`config.mk`:
```
export PLATFORM = sky130hd
export DESIGN_NAME = fetch_issue_unit_flat
export DESIGN_NICKNAME = d
export VERILOG_FILES = /design/src/rtl/fetch_issue_unit_if.sv /design/src/rtl/fetch_issue_unit.sv /design/src/flat_wrapper.sv
export SDC_FILE = /design/constraint.sdc
export NUM_CORES = 2
export LEC_CHECK = 0
export CAP_MARGIN = 20
export CORE_UTILIZATION = 41
export DETAILED_ROUTE_END_ITERATION = 8
export GPL_TIMING_DRIVEN = 0
export PLACE_DENSITY = 0.68
export RECOVER_POWER = 25
export SLEW_MARGIN = 25
export SYNTH_ARGS = -nofsm -noshare
export SYNTH_HDL_FRONTEND = slang
export SYNTH_SLANG_ARGS = --single-unit
export TNS_END_PERCENT = 10
```
`constraint.sdc`:
```
create_clock -name clk_fi -period 3.9 [get_ports clk_fi]
set_input_delay 0.975 -clock clk_fi [delete_from_list [all_inputs] [get_ports clk_fi]]
set_output_delay 0.975 -clock clk_fi [all_outputs]
set_load 0.02 [all_outputs]
```
`src/rtl/fetch_issue_unit_if.sv`:
```
// -----------------------------------------------------------------------------
// fetch_issue_unit_if
// Bundles the fetch/issue unit's control, program-load and issue signals.
//   master : drives run and the load port, observes the issue outputs
//   slave  : the fetch/issue unit itself
// Signals
//   run         fetch enable
//   load_we     instruction-memory write strobe
//   load_addr   instruction-memory write address (AW bits)
//   load_data   instruction-memory write data
//   instruction registered word issued to the datapath
//   pc          word address of the next fetch
//   stall       issued word is a hazard bubble
//   done        unit is halted
// -----------------------------------------------------------------------------
interface fetch_issue_unit_if #(
  parameter int unsigned AW = 6
);
  logic          run;
  logic          load_we;
  logic [AW-1:0] load_addr;
  logic [31:0]   load_data;
  logic [31:0]   instruction;
  logic [AW-1:0] pc;
  logic          stall;
  logic          done;

  modport master (
    output run, load_we, load_addr, load_data,
    input  instruction, pc, stall, done
  );

  modport slave (
    input  run, load_we, load_addr, load_data,
    output instruction, pc, stall, done
  );
endinterface

```
`src/rtl/fetch_issue_unit.sv`:
```
// -----------------------------------------------------------------------------
// fetch_issue_unit
// Fetches 32-bit words from a small instruction memory and issues them one
// per cycle to a datapath, inserting bubbles for read-after-write hazards
// against the last two issued writers, and draining/halting on HALT_OP.
// Ports
//   clk_fi  single rising-edge clock
//   rst_n   asynchronous active-low reset (memory contents are kept)
//   bus     fetch_issue_unit_if.slave: run, load_*, instruction, pc,
//           stall, done -- all outputs come straight from flops
// -----------------------------------------------------------------------------
module fetch_issue_unit #(
  parameter int unsigned DEPTH   = 64,
  parameter logic [31:0] NOP     = 32'h0000_0000,
  parameter logic [5:0]  HALT_OP = 6'b111111,
  localparam int unsigned AW     = $clog2(DEPTH)
) (
  input  logic            clk_fi,
  input  logic            rst_n,
  fetch_issue_unit_if.slave bus
);

  typedef enum logic [1:0] {
    ST_IDLE  = 2'd0,
    ST_RUN   = 2'd1,
    ST_DRAIN = 2'd2,
    ST_HALT  = 2'd3
  } state_e;

  localparam logic [AW-1:0] PC_LAST = AW'(DEPTH - 1);
  localparam logic [AW-1:0] PC_ONE  = AW'(1);

  // A word is a writer when it is an R-type op with a nonzero destination.
  function automatic logic is_writer(input logic [31:0] w);
    return (w[31:26] == 6'b000000) && (w[15:11] != 5'd0);
  endfunction

  // True when a valid scoreboard entry's destination feeds a nonzero source of w.
  function automatic logic reads_entry(input logic [31:0] w,
                                       input logic        vld,
                                       input logic [4:0]  rd);
    return vld && (((w[25:21] != 5'd0) && (w[25:21] == rd)) ||
                   ((w[20:16] != 5'd0) && (w[20:16] == rd)));
  endfunction

  logic [31:0]        imem_q [DEPTH];
  state_e             state_q, state_d;
  logic [AW-1:0]      pc_q, pc_d;
  logic [31:0]        instr_q, instr_d;
  logic               stall_q, stall_d;
  logic               done_q, done_d;
  logic               drain_cnt_q, drain_cnt_d;
  logic [1:0]         sb_vld_q, sb_vld_d;
  logic [1:0][4:0]    sb_rd_q, sb_rd_d;
  logic [31:0]        fetch_w;
  logic               hazard;

  assign fetch_w = imem_q[pc_q];
  assign hazard  = reads_entry(fetch_w, sb_vld_q[0], sb_rd_q[0]) ||
                   reads_entry(fetch_w, sb_vld_q[1], sb_rd_q[1]);

  // Program load; only honoured while the fetch path is quiescent.
  always_ff @(posedge clk_fi) begin
    if (bus.load_we && ((state_q == ST_IDLE) || (state_q == ST_HALT))) begin
      imem_q[bus.load_addr] <= bus.load_data;
    end
  end

  // Next-state, next-pc and issued-word selection.
  always_comb begin
    state_d     = state_q;
    pc_d        = pc_q;
    instr_d     = NOP;
    stall_d     = 1'b0;
    drain_cnt_d = drain_cnt_q;
    case (state_q)
      ST_IDLE: begin
        if (bus.run) begin
          state_d = ST_RUN;
        end else begin
          state_d = ST_IDLE;
        end
      end
      ST_RUN: begin
        if (!bus.run) begin
          state_d = ST_IDLE;
        end else if (fetch_w[31:26] == HALT_OP) begin
          // HALT_OP wins over any hazard in the same word.
          state_d     = ST_DRAIN;
          drain_cnt_d = 1'b0;
        end else if (hazard) begin
          stall_d = 1'b1;
        end else begin
          instr_d = fetch_w;
          pc_d    = (pc_q == PC_LAST) ? '0 : pc_q + PC_ONE;
        end
      end
      ST_DRAIN: begin
        // Two bubble cycles in DRAIN, then HALT.
        if (drain_cnt_q) begin
          state_d     = ST_HALT;
          drain_cnt_d = 1'b0;
        end else begin
          drain_cnt_d = 1'b1;
        end
      end
      ST_HALT: begin
        if (!bus.run) begin
          state_d = ST_IDLE;
          pc_d    = '0;
        end else begin
          state_d = ST_HALT;
        end
      end
      default: begin
        state_d = ST_IDLE;
        pc_d    = '0;
      end
    endcase
    done_d   = (state_d == ST_HALT);
    // Scoreboard shifts every cycle; bubbles load an invalid entry.
    sb_vld_d = {sb_vld_q[0], is_writer(instr_d)};
    sb_rd_d  = {sb_rd_q[0], instr_d[15:11]};
  end

  // State, pc, issue outputs and scoreboard registers.
  always_ff @(posedge clk_fi or negedge rst_n) begin
    if (!rst_n) begin
      state_q     <= ST_IDLE;
      pc_q        <= '0;
      instr_q     <= NOP;
      stall_q     <= 1'b0;
      done_q      <= 1'b0;
      drain_cnt_q <= 1'b0;
      sb_vld_q    <= 2'b00;
      sb_rd_q     <= '0;
    end else begin
      state_q     <= state_d;
      pc_q        <= pc_d;
      instr_q     <= instr_d;
      stall_q     <= stall_d;
      done_q      <= done_d;
      drain_cnt_q <= drain_cnt_d;
      sb_vld_q    <= sb_vld_d;
      sb_rd_q     <= sb_rd_d;
    end
  end

  assign bus.instruction = instr_q;
  assign bus.pc          = pc_q;
  assign bus.stall       = stall_q;
  assign bus.done        = done_q;

endmodule
```
`src/flat_wrapper.sv`:
```
// flat-port wrapper written by rule: the top's interface ports become plain ports
module fetch_issue_unit_flat 
#(
  parameter int unsigned DEPTH   = 64,
  parameter logic [31:0] NOP     = 32'h0000_0000,
  parameter logic [5:0]  HALT_OP = 6'b111111,
  localparam int unsigned AW     = $clog2(DEPTH)
)
  (clk_fi, rst_n, bus_run, bus_load_we, bus_load_addr, bus_load_data, bus_instruction, bus_pc, bus_stall, bus_done);
  fetch_issue_unit_if bus_i ();
  input  logic clk_fi;
  input  logic rst_n;
  input wire logic [$bits(bus_i.run)-1:0] bus_run;
  input wire logic [$bits(bus_i.load_we)-1:0] bus_load_we;
  input wire logic [$bits(bus_i.load_addr)-1:0] bus_load_addr;
  input wire logic [$bits(bus_i.load_data)-1:0] bus_load_data;
  output wire logic [$bits(bus_i.instruction)-1:0] bus_instruction;
  output wire logic [$bits(bus_i.pc)-1:0] bus_pc;
  output wire logic [$bits(bus_i.stall)-1:0] bus_stall;
  output wire logic [$bits(bus_i.done)-1:0] bus_done;
  assign bus_i.run = bus_run;
  assign bus_i.load_we = bus_load_we;
  assign bus_i.load_addr = bus_load_addr;
  assign bus_i.load_data = bus_load_data;
  assign bus_instruction = bus_i.instruction;
  assign bus_pc = bus_i.pc;
  assign bus_stall = bus_i.stall;
  assign bus_done = bus_i.done;
  fetch_issue_unit #(.DEPTH(DEPTH), .NOP(NOP), .HALT_OP(HALT_OP)) u_core (.clk_fi(clk_fi), .rst_n(rst_n), .bus(bus_i));
endmodule
```
==> metrics <==
result of the run=complete, but fails checks; violated checks=max-capacitance violations, max-slew violations, negative setup slack; number of antenna violations at the first check in global routing=19; startpoint of the worst-slack reg-to-reg timing path=u_core.bus.pc[0]$_DFFE_PN0P_; routed length per placed instance=about 37 µm; switching part of the total=0.305; P_int=46.1 mW; root buffer cell=sky130_fd_sc_hd__clkbuf_16; top cell family by delay on the critical path=compound AO/OA/AOI/OAI gates; share of synthesized area occupied by flip-flops and latches=0.776; number of vias per cell=around 6.3; number of placement rows=approximately 160; Fill cells=14.8k; Top FF cell, synth=sky130_fd_sc_hd__edfxtp_1; headroom to the max-slew limit=-0.465; number of nets with antenna violations after detailed routing=0; Data arrival, critical path=just over 5000 ps; layout cell share with drive strength beyond 1=0.354; vertical extent of the die=approximately 450 µm; detailed route wirelength on metal2=119 mm; Final Hold Vio Count=0; buffering stage count on the worst path with inverters included=5; total standard cell area after synthesis=~80,000 µm²; fraction of power consumed by sequential logic=0.382; combined global-route utilization of all metal layers=0.251; unrepaired setup endpoints after global routing=true; number of buffer cells added on primary ports=76; Yosys cell types=80; Hold Crit Class=reg2reg; maximum single-stage delay on the critical path=480 ps; floorplan die area=between 150,000 and 200,000 µm²; I/O pins=~80; beginning of the critical path=u_core.bus.pc[0]$_DFFE_PN0P_; HP Start=u_core.sb_vld_q[0]$_DFF_PN0_; number of violations of the max-capacitance limit=14; via count of the first global-routing pass=between 40k and 50k; clock buffer count from CTS=approximately 200; wire length the detailed router placed on met1=about 87 mm; Overflow after GRT=0; highest net fanout along the worst path=10; number of enable flip-flop cells after synthesis=2,048; CTS H-Tree Depth=4; post-synthesis average cell area=about 23 µm²; clock network power share=0.296; GP Congestion=0.905; power share of the combinational group=0.321; top layer reached by signal wires=met5; synthesized instance count=approximately 3.5k; YS warnings=0; Max Root-Sink Buffers=3; Initial Util=0.414; Leakage=approximately 32 nW; power per cell area=between 600 and 700 nW/µm²; total length of routed met3 wires=about 28 mm; worst path setup slack after routing=-433 ps; fraction of synthesis flops using an asynchronous set or reset pin=0.0238; detailed-router iteration count before antenna repair=6; area added between synthesis and finish=22.1%; DIE WIDTH=about 450 µm; routed via count=around 43k; Final Setup Violations=42; clk_skew=~42 ps; worst skew pair latency=slightly below 900 ps; minimum clock period=between 4000 and 5000 ps; number of max-slew violations in the final report=655; CP endpoint kind=flip-flop; CP Class=reg2reg; cell-by-cell trace of the critical path=buf_12, buf_16, buf_12, buf_12, buf_4, mux4_2, a22oi_1, a21oi_2, xor2_1, nor4_1, o2111a_2, a221oi_4, a31oi_4, or2_1, a211o_1; Worst setup SP type=flip-flop; detailed-route wire length=roughly 250 mm; slowest cell on the critical path=sky130_fd_sc_hd__mux4_2; slew at the pin closest to its max-slew limit=approximately 2200 ps; number of sinks driven by the clock tree=around 2.1k; CTS tree=done; cell repeated most along the worst path=sky130_fd_sc_hd__buf_12; maximum number of pins on one net before global-route repair=65; first-pass GRT wire length=342 mm; WP data required=between 4000 and 5000 ps; post-route fraction of the period consumed by the critical path=1.11; drc violations=0; total net switching power=roughly 20 mW; First DRT Iteration DRCs=between 7k and 8k; flip-flop and latch count after synthesis=2,098; post-placement worst setup slack=-3400 ps; HPWL after detailed placement=~160 mm; worst vdd ir=approximately 520 µV; net count after synthesis=3,507; worst hold-check slack=446 ps; Max Freq=around 0.23 GHz; Core Area=around 200,000 µm²; total number of nets in the final design=4,058; clock slew seen by the registers of the worst setup and hold paths=~60 ps
layer usage:
layer,up-vias,GRT usage
met5,-,0.00122
met1,22700,0.319
met3,790,0.0588
met2,3406,0.397
met4,12,0.142
li1,15900,-
power by group through the flow:
stage | registers [mW] | logic [mW] | clock network, mW
global route | 25.3 | 21.8 | 20.6
floorplan | 25.9 | 11.0 | 0
global placement | 25.8 | 17.3 | 0
CTS | 25.3 | 20.4 | 19.7
finish | 25.3 | 21.3 | 19.6
detailed placement | 25.8 | 17.7 | 0
cell families after synthesis:
family | Yosys count | share of synthesized area
XOR/XNOR | 23 | 0.00249
flip-flops | 2098 | 0.776
AO/OA/AOI/OAI | 193 | 0.0178
buffers and inverters | 198 | 0.0140
multiplexers | 681 | 0.172
AND/OR/NAND/NOR | 260 | 0.0162
adder cells (fa/ha/maj) | 6 | 0.000929
sequential cells by signal, indices dropped and copies added (netlist names):
name and flops:
u_core.imem_q 2048, u_core.bus.instruction 32, u_core.state_q 2, u_core.sb_vld_q 2
u_core.bus.pc 6, u_core.sb_rd_q 5, u_core.drain_cnt_q 1, u_core.bus.done 1
u_core.bus.stall 1
cell usage after synthesis, types with 4 or more instances:
library cell / count / area share
sky130_fd_sc_hd__buf_4: 13 / 0.0012
sky130_fd_sc_hd__buf_8: 6 / 0.0011
sky130_fd_sc_hd__mux4_1: 18 / 0.0059
sky130_fd_sc_hd__a22oi_1: 58 / 0.0054
sky130_fd_sc_hd__inv_1: 10 / 0.00046
sky130_fd_sc_hd__and3_1: 4 / 0.00031
sky130_fd_sc_hd__nand2b_1: 9 / 0.00070
sky130_fd_sc_hd__mux2_2: 18 / 0.0025
sky130_fd_sc_hd__o21ai_0: 14 / 0.00087
sky130_fd_sc_hd__a221oi_1: 12 / 0.0013
sky130_fd_sc_hd__dfrtp_1: 50 / 0.015
sky130_fd_sc_hd__o22ai_1: 5 / 0.00039
sky130_fd_sc_hd__a21oi_1: 37 / 0.0023
sky130_fd_sc_hd__nand4_1: 10 / 0.00077
sky130_fd_sc_hd__clkbuf_1: 80 / 0.0037
sky130_fd_sc_hd__nor4_1: 4 / 0.00031
sky130_fd_sc_hd__o221ai_1: 9 / 0.00098
sky130_fd_sc_hd__nor2_1: 95 / 0.0044
sky130_fd_sc_hd__xnor2_1: 14 / 0.0015
sky130_fd_sc_hd__a211oi_1: 10 / 0.00093
sky130_fd_sc_hd__buf_6: 21 / 0.0029
sky130_fd_sc_hd__nor3_1: 7 / 0.00043
sky130_fd_sc_hd__mux4_2: 543 / 0.15
sky130_fd_sc_hd__buf_2: 52 / 0.0032
sky130_fd_sc_hd__mux2i_1: 102 / 0.013
sky130_fd_sc_hd__buf_1: 11 / 0.00051
sky130_fd_sc_hd__nand3b_1: 4 / 0.00037
sky130_fd_sc_hd__nand2_1: 51 / 0.0024
sky130_fd_sc_hd__a31oi_1: 6 / 0.00046
sky130_fd_sc_hd__xor2_1: 9 / 0.00098
sky130_fd_sc_hd__nand3_1: 15 / 0.00093
sky130_fd_sc_hd__edfxtp_1: 2048 / 0.76
sky130_fd_sc_hd__or3_1: 4 / 0.00031
sky130_fd_sc_hd__nor2b_1: 30 / 0.0023
sky130_fd_sc_hd__o21ai_1: 4 / 0.00025
sky130_fd_sc_hd__and2_1: 6 / 0.00046
sky130_fd_sc_hd__ha_1: 6 / 0.00093
cell usage in the layout, fill, tap and decap left out, drive strengths merged, types with 38 or more instances in the layout:
cell type	Yosys	final
mux2i	102	102
nand2	51	51
clkbuf	80	363
nor2	96	96
clkinv	2	91
edfxtp	2048	2048
a21oi	38	38
buf	106	372
mux4	561	561
dfrtp	50	50
a22oi	59	59
clkdlybuf4s50	0	43
layout make-up:
| cell class | count | area (µm²) | share of cell area |
|---|---|---|---|
| Timing Repair Buffer | 350 | 5800 | 0.0587 |
| Buffer | 184 | 2270 | 0.0231 |
| Sequential cell | 2098 | 62800 | 0.636 |
| Clock buffer | 247 | 5340 | 0.0541 |
| Inverter | 12 | 46.3 | 0.000469 |
| Antenna cell | 6 | 15.0 | 0.000152 |
| Multi-Input combinational cell | 1163 | 18000 | 0.182 |
| Clock inverter | 127 | 1210 | 0.0123 |
| Tap cell | 2624 | 3280 | 0.0333 |
what timing repair did:
action / in CTS / in global routing
endpoints found under the hold margin: 12 / 0
buffers inserted: 51 / 25
cloned: 5 / 1
resized for setup: 448 / 70
endpoints found under the setup margin: 44 / 42
pin swaps: 21 / 22
hold buffers: 1 / 0
per-stage QoR:
stage          std cells   util  instance area (µm²)  setup TNS, ps  power, mW
2_1_floorplan       3459      -                80800         -10160       36.9
3_3_place_gp        6159  0.434                84900       -5694740       43.1
3_5_place_dp        6350  0.459                89800        -129220       43.4
4_1_cts             6779  0.504                98400          -9200       65.4
5_1_grt             6809  0.505                98700         -12620       67.7
6_report            6811  0.505                98700         -12950       66.3
worst paths after layout:
| path | cells past startpoint | slack (ps) | to |
|---|---|---|---|
| worst max-delay path | 15 | -430 | u_core.bus.pc[4]$_DFFE_PN0P_ |
| min in group asynchronous | 2 | 750 | u_core.bus.instruction[7]$_DFF_PN0_ |
| max in group asynchronous | 3 | 2370 | u_core.bus.pc[1]$_DFFE_PN0P_ |
| worst max register to register | 15 | -430 | u_core.bus.pc[4]$_DFFE_PN0P_ |
| worst min register to register | 0 | 450 | u_core.sb_vld_q[1]$_DFF_PN0_ |
| worst min-delay path | 0 | 450 | u_core.sb_vld_q[1]$_DFF_PN0_ |
Note: power is estimated with default switching activity, not from simulation.
